--- config.mk ---
export PLATFORM = sky130hd
export DESIGN_NAME = cfg_loader
export DESIGN_NICKNAME = d
export VERILOG_FILES = /design/src/rtl/cfg_pkg.sv /design/src/rtl/cfg_loader.sv
export SDC_FILE = /design/constraint.sdc
export NUM_CORES = 1
export LEC_CHECK = 0
export CORE_AREA = 3 3 75 129
export CTS_CLUSTER_DIAMETER = 100
export DETAILED_ROUTE_END_ITERATION = 8
export DIE_AREA = 0 0 78 132
export HOLD_SLACK_MARGIN = 0.15
export PLACE_DENSITY = 0.71
export SLEW_MARGIN = 20
export SYNTH_ARGS = -nofsm -noshare
export SYNTH_HDL_FRONTEND = slang
export SYNTH_SLANG_ARGS = --single-unit
--- constraint.sdc ---
create_clock -name clk_i -period 3.2 [get_ports clk_i]
set_input_delay 0.32 -clock clk_i [delete_from_list [all_inputs] [get_ports clk_i]]
set_output_delay 0.32 -clock clk_i [all_outputs]
set_load 0.1 [all_outputs]
--- src/rtl/cfg_pkg.sv ---
// Shared constants, FSM state encoding and checksum helper for the tile configuration loader.
package cfg_pkg;

    localparam int TILE_BITS   = 77;
    localparam int FRAME_BYTES = 10;

    typedef enum logic [2:0] {
        IDLE  = 3'd0,
        LOAD  = 3'd1,
        CHECK = 3'd2,
        WRITE = 3'd3,
        DONE  = 3'd4,
        ERROR = 3'd5
    } state_e;

    function automatic logic [7:0] xor8(input logic [7:0] acc, input logic [7:0] b);
        return acc ^ b;
    endfunction

endpackage

--- src/rtl/cfg_loader.sv ---
// Streams 10-byte frames into a 77-bit tile word and pulses a one-hot tile write per frame.
// Optional per-frame XOR checksum byte: define CFG_LOADER_CHECKSUM_EN.
module cfg_loader
    import cfg_pkg::*;
#(
    parameter int NUM_TILES = 4
) (
    input  logic                  clk_i,
    input  logic                  rst_ni,
    input  logic                  start_i,
    input  logic [7:0]            data_i,
    input  logic                  valid_i,
    output logic                  ready_o,
    output logic [TILE_BITS-1:0]  bits_o,
    output logic [NUM_TILES-1:0]  wr_en_o,
    output logic                  busy_o,
    output logic                  done_o,
    output logic                  err_o
);

    localparam int             TW        = (NUM_TILES > 1) ? $clog2(NUM_TILES) : 1;
    localparam int             TOP_LO    = 8 * (FRAME_BYTES - 1);
    localparam int             TOP_W     = TILE_BITS - TOP_LO;
    localparam logic [3:0]     LAST_BYTE = 4'(FRAME_BYTES - 1);
    localparam logic [TW-1:0]  LAST_TILE = TW'(NUM_TILES - 1);

    state_e                 state_q, state_d;
    logic [TW-1:0]          tile_q, tile_d;
    logic [3:0]             byte_q, byte_d;
    logic [TILE_BITS-1:0]   bits_q, bits_d;
`ifdef CFG_LOADER_CHECKSUM_EN
    logic [7:0]             csum_q, csum_d;
    logic                   err_q, err_d;
`endif

    always_comb begin
        state_d = state_q;
        tile_d  = tile_q;
        byte_d  = byte_q;
        bits_d  = bits_q;
`ifdef CFG_LOADER_CHECKSUM_EN
        csum_d  = csum_q;
        err_d   = err_q;
`endif
        unique case (state_q)
            IDLE: begin
                if (start_i) begin
                    state_d = LOAD;
                    tile_d  = '0;
                    byte_d  = '0;
`ifdef CFG_LOADER_CHECKSUM_EN
                    csum_d  = '0;
                    err_d   = 1'b0;
`endif
                end
            end
            LOAD: begin
                if (valid_i) begin
                    for (int k = 0; k < FRAME_BYTES - 1; k++) begin
                        if (byte_q == 4'(k)) bits_d[8*k +: 8] = data_i;
                    end
                    // The last frame byte only partly fits; its upper bits are dropped.
                    if (byte_q == LAST_BYTE) bits_d[TILE_BITS-1:TOP_LO] = data_i[TOP_W-1:0];
`ifdef CFG_LOADER_CHECKSUM_EN
                    csum_d = xor8(csum_q, data_i);
`endif
                    byte_d = byte_q + 4'd1;
                    if (byte_q == LAST_BYTE) begin
`ifdef CFG_LOADER_CHECKSUM_EN
                        state_d = CHECK;
`else
                        state_d = WRITE;
`endif
                    end
                end
            end
`ifdef CFG_LOADER_CHECKSUM_EN
            CHECK: begin
                if (valid_i) begin
                    if (data_i == csum_q) begin
                        state_d = WRITE;
                    end else begin
                        state_d = ERROR;
                        err_d   = 1'b1;
                    end
                end
            end
            ERROR: state_d = IDLE;
`endif
            WRITE: begin
                byte_d = '0;
`ifdef CFG_LOADER_CHECKSUM_EN
                csum_d = '0;
`endif
                if (tile_q == LAST_TILE) begin
                    state_d = DONE;
                end else begin
                    tile_d  = tile_q + TW'(1);
                    state_d = LOAD;
                end
            end
            DONE:    state_d = IDLE;
            default: state_d = IDLE;
        endcase
    end

    always_ff @(posedge clk_i or negedge rst_ni) begin
        if (!rst_ni) begin
            state_q <= IDLE;
            tile_q  <= '0;
            byte_q  <= '0;
            bits_q  <= '0;
`ifdef CFG_LOADER_CHECKSUM_EN
            csum_q  <= '0;
            err_q   <= 1'b0;
`endif
        end else begin
            state_q <= state_d;
            tile_q  <= tile_d;
            byte_q  <= byte_d;
            bits_q  <= bits_d;
`ifdef CFG_LOADER_CHECKSUM_EN
            csum_q  <= csum_d;
            err_q   <= err_d;
`endif
        end
    end

`ifdef CFG_LOADER_CHECKSUM_EN
    assign ready_o = (state_q == LOAD) || (state_q == CHECK);
    assign busy_o  = (state_q == LOAD) || (state_q == CHECK) || (state_q == WRITE);
    assign err_o   = err_q;
`else
    assign ready_o = (state_q == LOAD);
    assign busy_o  = (state_q == LOAD) || (state_q == WRITE);
    assign err_o   = 1'b0;
`endif
    assign done_o  = (state_q == DONE);
    assign bits_o  = bits_q;

    for (genvar gi = 0; gi < NUM_TILES; gi++) begin : g_wr
        assign wr_en_o[gi] = (state_q == WRITE) && (tile_q == TW'(gi));
    end

endmodule

# Word-level counts from Yosys, hierarchy flattened
# Index checks and enable logic that the tools add are counted.
[word_totals] regBits=86 input_bits=12 output_inout_bits=85 wordCells=68
[classes] addsub=2 n_eq_ne=19 muxes=11 n_reduce_logical=23
[ops] cell="3-bit AND reduction" n=13
[ops] cell="4-bit by 3-bit equality test with 1-bit output (second input constant)" n=4
[ops] cell="3-bit 2-to-1 mux" n=4
[ops] cell="4-bit one-hot mux with 3 select lines" n=1
[ops] cell="3-bit one-hot mux with 3 select lines" n=1
[ops] cell="4-bit by 2-bit equality test with 1-bit output (second input constant)" n=2
[ops] cell="4-bit equality test (second input constant)" n=2
[ops] cell="4-bit 2-to-1 mux" n=2
[ops] cell="2-bit != test (second input constant)" n=3
[ops] cell="4-bit by 1-bit adder with 4-bit output (second input constant)" n=1
[ops] cell="2-bit equality test (second input constant)" n=2
[ops] cell="4-bit by 1-bit equality test with 1-bit output (second input constant)" n=1
[ops] cell="1-bit logical AND" n=4
[ops] cell="4-bit logical NOT" n=1
[ops] cell="2-bit 2-to-1 mux" n=2
[ops] cell="2-bit one-hot mux with 2 select lines" n=1
[ops] cell="3-bit by 1-bit equality test with 1-bit output (second input constant)" n=1
[ops] cell="3-bit by 2-bit equality test with 1-bit output (second input constant)" n=1
[ops] cell="3-bit equality test (second input constant)" n=1
[ops] cell="3-bit logical NOT" n=1
[ops] cell="3-bit nonzero test" n=1
[ops] cell="2-bit by 1-bit adder with 2-bit output (second input constant)" n=1
[ops] cell="2-bit by 1-bit equality test with 1-bit output (second input constant)" n=1
[ops] cell="2-bit logical NOT" n=1
[ops] cell="3 further kinds" n=3

# Depth between registers and ports, before layout
[logic_depth] word_depth=4 ltp_mapped=4 depth_no_buf=4

# Least setup slack after synthesis
# Ideal clock, no wire load.
[synth_path] kind="register to register" start="register state_q[2]" end="register byte_q[2]" setup_ns=0.088 arrival_time_ns=3.437 required_time_ns=3.112 setup_slack_ns=-0.325 path_stages_with_launch=5 n_path_buf=1 period_less_slack_ns=3.525 path_cell_list="dfrtp_1 > clkbuf_1 > nor3b_1 > a221oi_1 > mux2i_1"
[synth_via] elab_chain_cells=3 elab_cells_between_ends=8 cone_classes="eq/ne (4); mux (1); reduce/logical (3)"
[synth_lines] element="start, declared" line_no="cfg_loader.sv:27" rtl="state_e state_q, state_d;"
[synth_lines] element="start signal, assigned" line_no="cfg_loader.sv:118" rtl="state_q <= state_d;"
[synth_lines] element="3-bit by 1-bit equality test with 1-bit output (*)"
[synth_lines] element="via ready_o" line_no="cfg_loader.sv:13" rtl="output logic ready_o,"
[synth_lines] element="2-bit != test (no line) or 3-bit nonzero test (tied branches)"
[synth_lines] element="3-bit AND reduction (no line)"
[synth_lines] element="end signal, assigned" line_no="cfg_loader.sv:120" rtl="byte_q <= byte_d;"
[synth_lines] element="end, declared" line_no="cfg_loader.sv:29" rtl="logic [3:0] byte_q, byte_d;"
# Mark *: on every way through the listed nets, which the timed path passes. The rest lies on a longest branch.
# A chain may end at the register's enable or synchronous reset.

# Final worst setup path
[layout_path] start="register bits_q[52], in the netlist bits_o[52]" end="output bits_o[52]"
[layout_lines] element="start, declared" line_no="cfg_loader.sv:30" rtl="logic [TILE_BITS-1:0] bits_q, bits_d;"
[layout_lines] element="start signal, assigned" line_no="cfg_loader.sv:121" rtl="bits_q <= bits_d;"
[layout_lines] element="end, declared" line_no="cfg_loader.sv:14" rtl="output logic [TILE_BITS-1:0] bits_o,"
# No word-level cell between the ends.

==> results by group <==
GRT
  – Total grt overflow: 0
  – Pin count of the biggest net entering global routing: 87
  – Vias in the first global route: between 2000 and 2500
  – Total GRT Usage: between 10% and 20%
  – First-pass GRT wire length: around 13000 um
  – Initial antenna violation count: 0

STA
  – Unrepaired setup endpoints after global routing: false
  – Minimum clock period: 2.19 ns
  – Final Hold Vio Count: 0
  – Measured slew at the worst slew-check pin: a little over 1 ns
  – Final setup skew: 0.00328 ns
  – Max Slew Vio Count: 0
  – Setup_tns: 0 ns
  – Final setup violating endpoints: 0
  – Rel. slew slack: around a third
  – Post-route clock period utilization: about two thirds
  – Max frequency: 456 MHz

Drt
  – Vias: 2264
  – WL per Instance: roughly 18 um
  – Vias/cell: around 5
  – Final WL: about 8400 um
  – Initial DRC Count: 100
  – Drt first pass iters: 3
  – Routed Antenna Nets: 0
  – Drt drc: 0

Logic synthesis
  – Post-synthesis area per instance: around 16 um2
  – Synth area leaders: dfrtp_1 (55%), mux2_4 (25%), mux2_1 (3.8%)
  – Synth Flop Type: dfrtp_1
  – Unique masters post-synth: 36
  – Syn Inst Count: 238
  – Sequential fraction of the synthesis area: 55.5%
  – Top cell type's share of synthesized area: between 50% and 60%
  – Yosys warns: 0
  – Async set-or-reset flop fraction in the synthesized netlist: 100%
  – #FFs+latches synth: 86
  – Most frequent cell after synthesis: dfrtp_1
  – Syn Std Cell Area: roughly 3900 um2
  – Synth area leader: dfrtp_1
  – Synth cell count leaders: dfrtp_1 (86), mux2_4 (64), mux2_1 (13), ha_1 (8), nand3_4 (8)
  – Syn Nets: 258
  – EDFF count, synth: 0

Floorplan
  – Die Ht: 132 um
  – Die X: 78 um
  – Rows: 45
  – Top-Level Pins: between 90 and 100
  – Initial core utilization: between 40% and 50%
  – Core area: 8780 um2
  – Die area: about 10000 um2

Worst setup path
  – Critical Path RT: approximately 2.9 ns
  – CP endpoint kind: output pin
  – Setup CP Type: flip-flop to output pin
  – Slowest cell on crit path: clkdlybuf4s50_1
  – CP max stage delay: approximately 1.2 ns
  – Worst-path fanout max: 2
  – Crit path max-delay family: buffers and inverters
  – CP bufs+invs: 1
  – Startpoint types: flip-flop
  – Internal reg-to-reg setup slack: ~1.1 ns
  – CP Data Arrival Time: between 1.5 and 2 ns
  – CP Cell Sequence: clkdlybuf4s50_1

Placement
  – Routability congestion estimate: 0.729
  – Final HPWL DP: 5930 um
  – PortBufs: 95

Finish
  – Register area: ~2200 um2
  – Final net count: 354
  – Layout Utilization: roughly 59%
  – # fillers: ~750
  – Layout cell share with drive strength beyond 1: between 30% and 40%
  – Area delta synth->final: 34.1%
  – Multi-input logic area: roughly 1600 um2
  – ANT cells: 0

Clock network
  – Clock Root Buffer: clkbuf_16
  – Total CTS buffers: 9
  – CTS Sinks: 86
  – Max clock buf depth: 2
  – Clock insertion delay at the later pin of the skew report: about 0.34 ns
  – TritonCTS clock tree: done
  – Clock-pin slew on the worst setup and hold paths: 0.06 ns
  – CTS H-tree lvls: 3

Min path
  – Hold Crit Class: flip-flop to flip-flop

Outcome
  – Status: finished clean

Run
  – Number of max-cap violations: 0
-- timing repair --
action / in CTS / in global routing
endpoints found under the hold margin: 0 / 86
setup endpoints to repair: 0 / 0
buffers inserted: 0 / 0
hold buffers: 0 / 1
resized for setup: 0 / 0
-- flip-flops by register name (all words and copies together), names as in the netlist --
name	count
bits_o	77
byte_q	4
state_q	3
tile_q	2
-- metal layers --
| metal | vias to the layer above | part of all wire (%) | GRT usage [%] |
|---|---|---|---|
| met5 | - | 0 | 0 |
| met4 | 0 | 1.6 | 6.42 |
| met3 | 12 | 4.2 | 4.45 |
| met2 | 54 | 55 | 29.6 |
| met1 | 1177 | 40 | 20.5 |
| li1 | 1021 | - | - |
-- area by class of cell --
class                           count  area share [%]
Clock buffer                       13            5.20
Clock inverter                      3           0.337
Sequential cell                    86            41.4
Inverter                            7           0.505
Tap cell                          117            2.81
Timing Repair Buffer               96            18.2
Multi-Input combinational cell    134            31.6
-- path summary, 6_finish.rpt --
check	startpoint	endpoint	cells past startpoint
min	bits_o[76]	bits_o[76]	1
min reg2reg	bits_o[76]	bits_o[76]	1
max	bits_o[52]	bits_o[52]	1
max in group asynchronous	rst_ni	state_q[0]	2
min in group asynchronous	rst_ni	bits_o[67]	2
max reg2reg	state_q[2]	bits_o[58]	3
-- cells by family after synthesis --
group                      share of synthesized area (%)
buffers and inverters                               2.29
other                                             0.0967
and+or+nand+nor                                     8.42
AOI/OAI and AO/OA                                   1.84
adders and majority gates                           2.58
DFF                                                 55.5
muxes                                               29.3
-- placed cells by master (no fill, tap or decap), types with 2 or more instances in the layout --
cell | netlist | routed
clkdlybuf4s50_1 | 0 | 87
dfrtp_1 | 86 | 86
mux2_4 | 64 | 64
mux2_1 | 13 | 13
clkbuf_16 | 0 | 9
nand3_4 | 8 | 8
ha_1 | 8 | 8
buf_4 | 2 | 7
inv_1 | 6 | 6
and2_1 | 5 | 5
nor2b_1 | 4 | 4
nand2_1 | 4 | 4
a21oi_1 | 3 | 3
mux2i_1 | 3 | 3
clkbuf_8 | 0 | 3
nand3_2 | 2 | 2
o21ai_1 | 2 | 2
clkinv_2 | 0 | 2
-- per-stage QoR --
step | setup WS [ns] | instance area (um2) | cells | hold slack, ns
6_report | 1.01 | 5200 | 456 | 0.494
4_1_cts | 0.993 | 5190 | 455 | 0.215
3_3_place_gp | 0.987 | 4900 | 439 | 0.476
3_5_place_dp | 0.950 | 4900 | 439 | 0.485
2_1_floorplan | 0.0235 | 3880 | 238 | 0.0244
5_1_grt | 0.972 | 5200 | 456 | 0.518
Power is not shown: default switching activity piles up to over one toggle a cycle in this logic, so the estimate is an artifact.
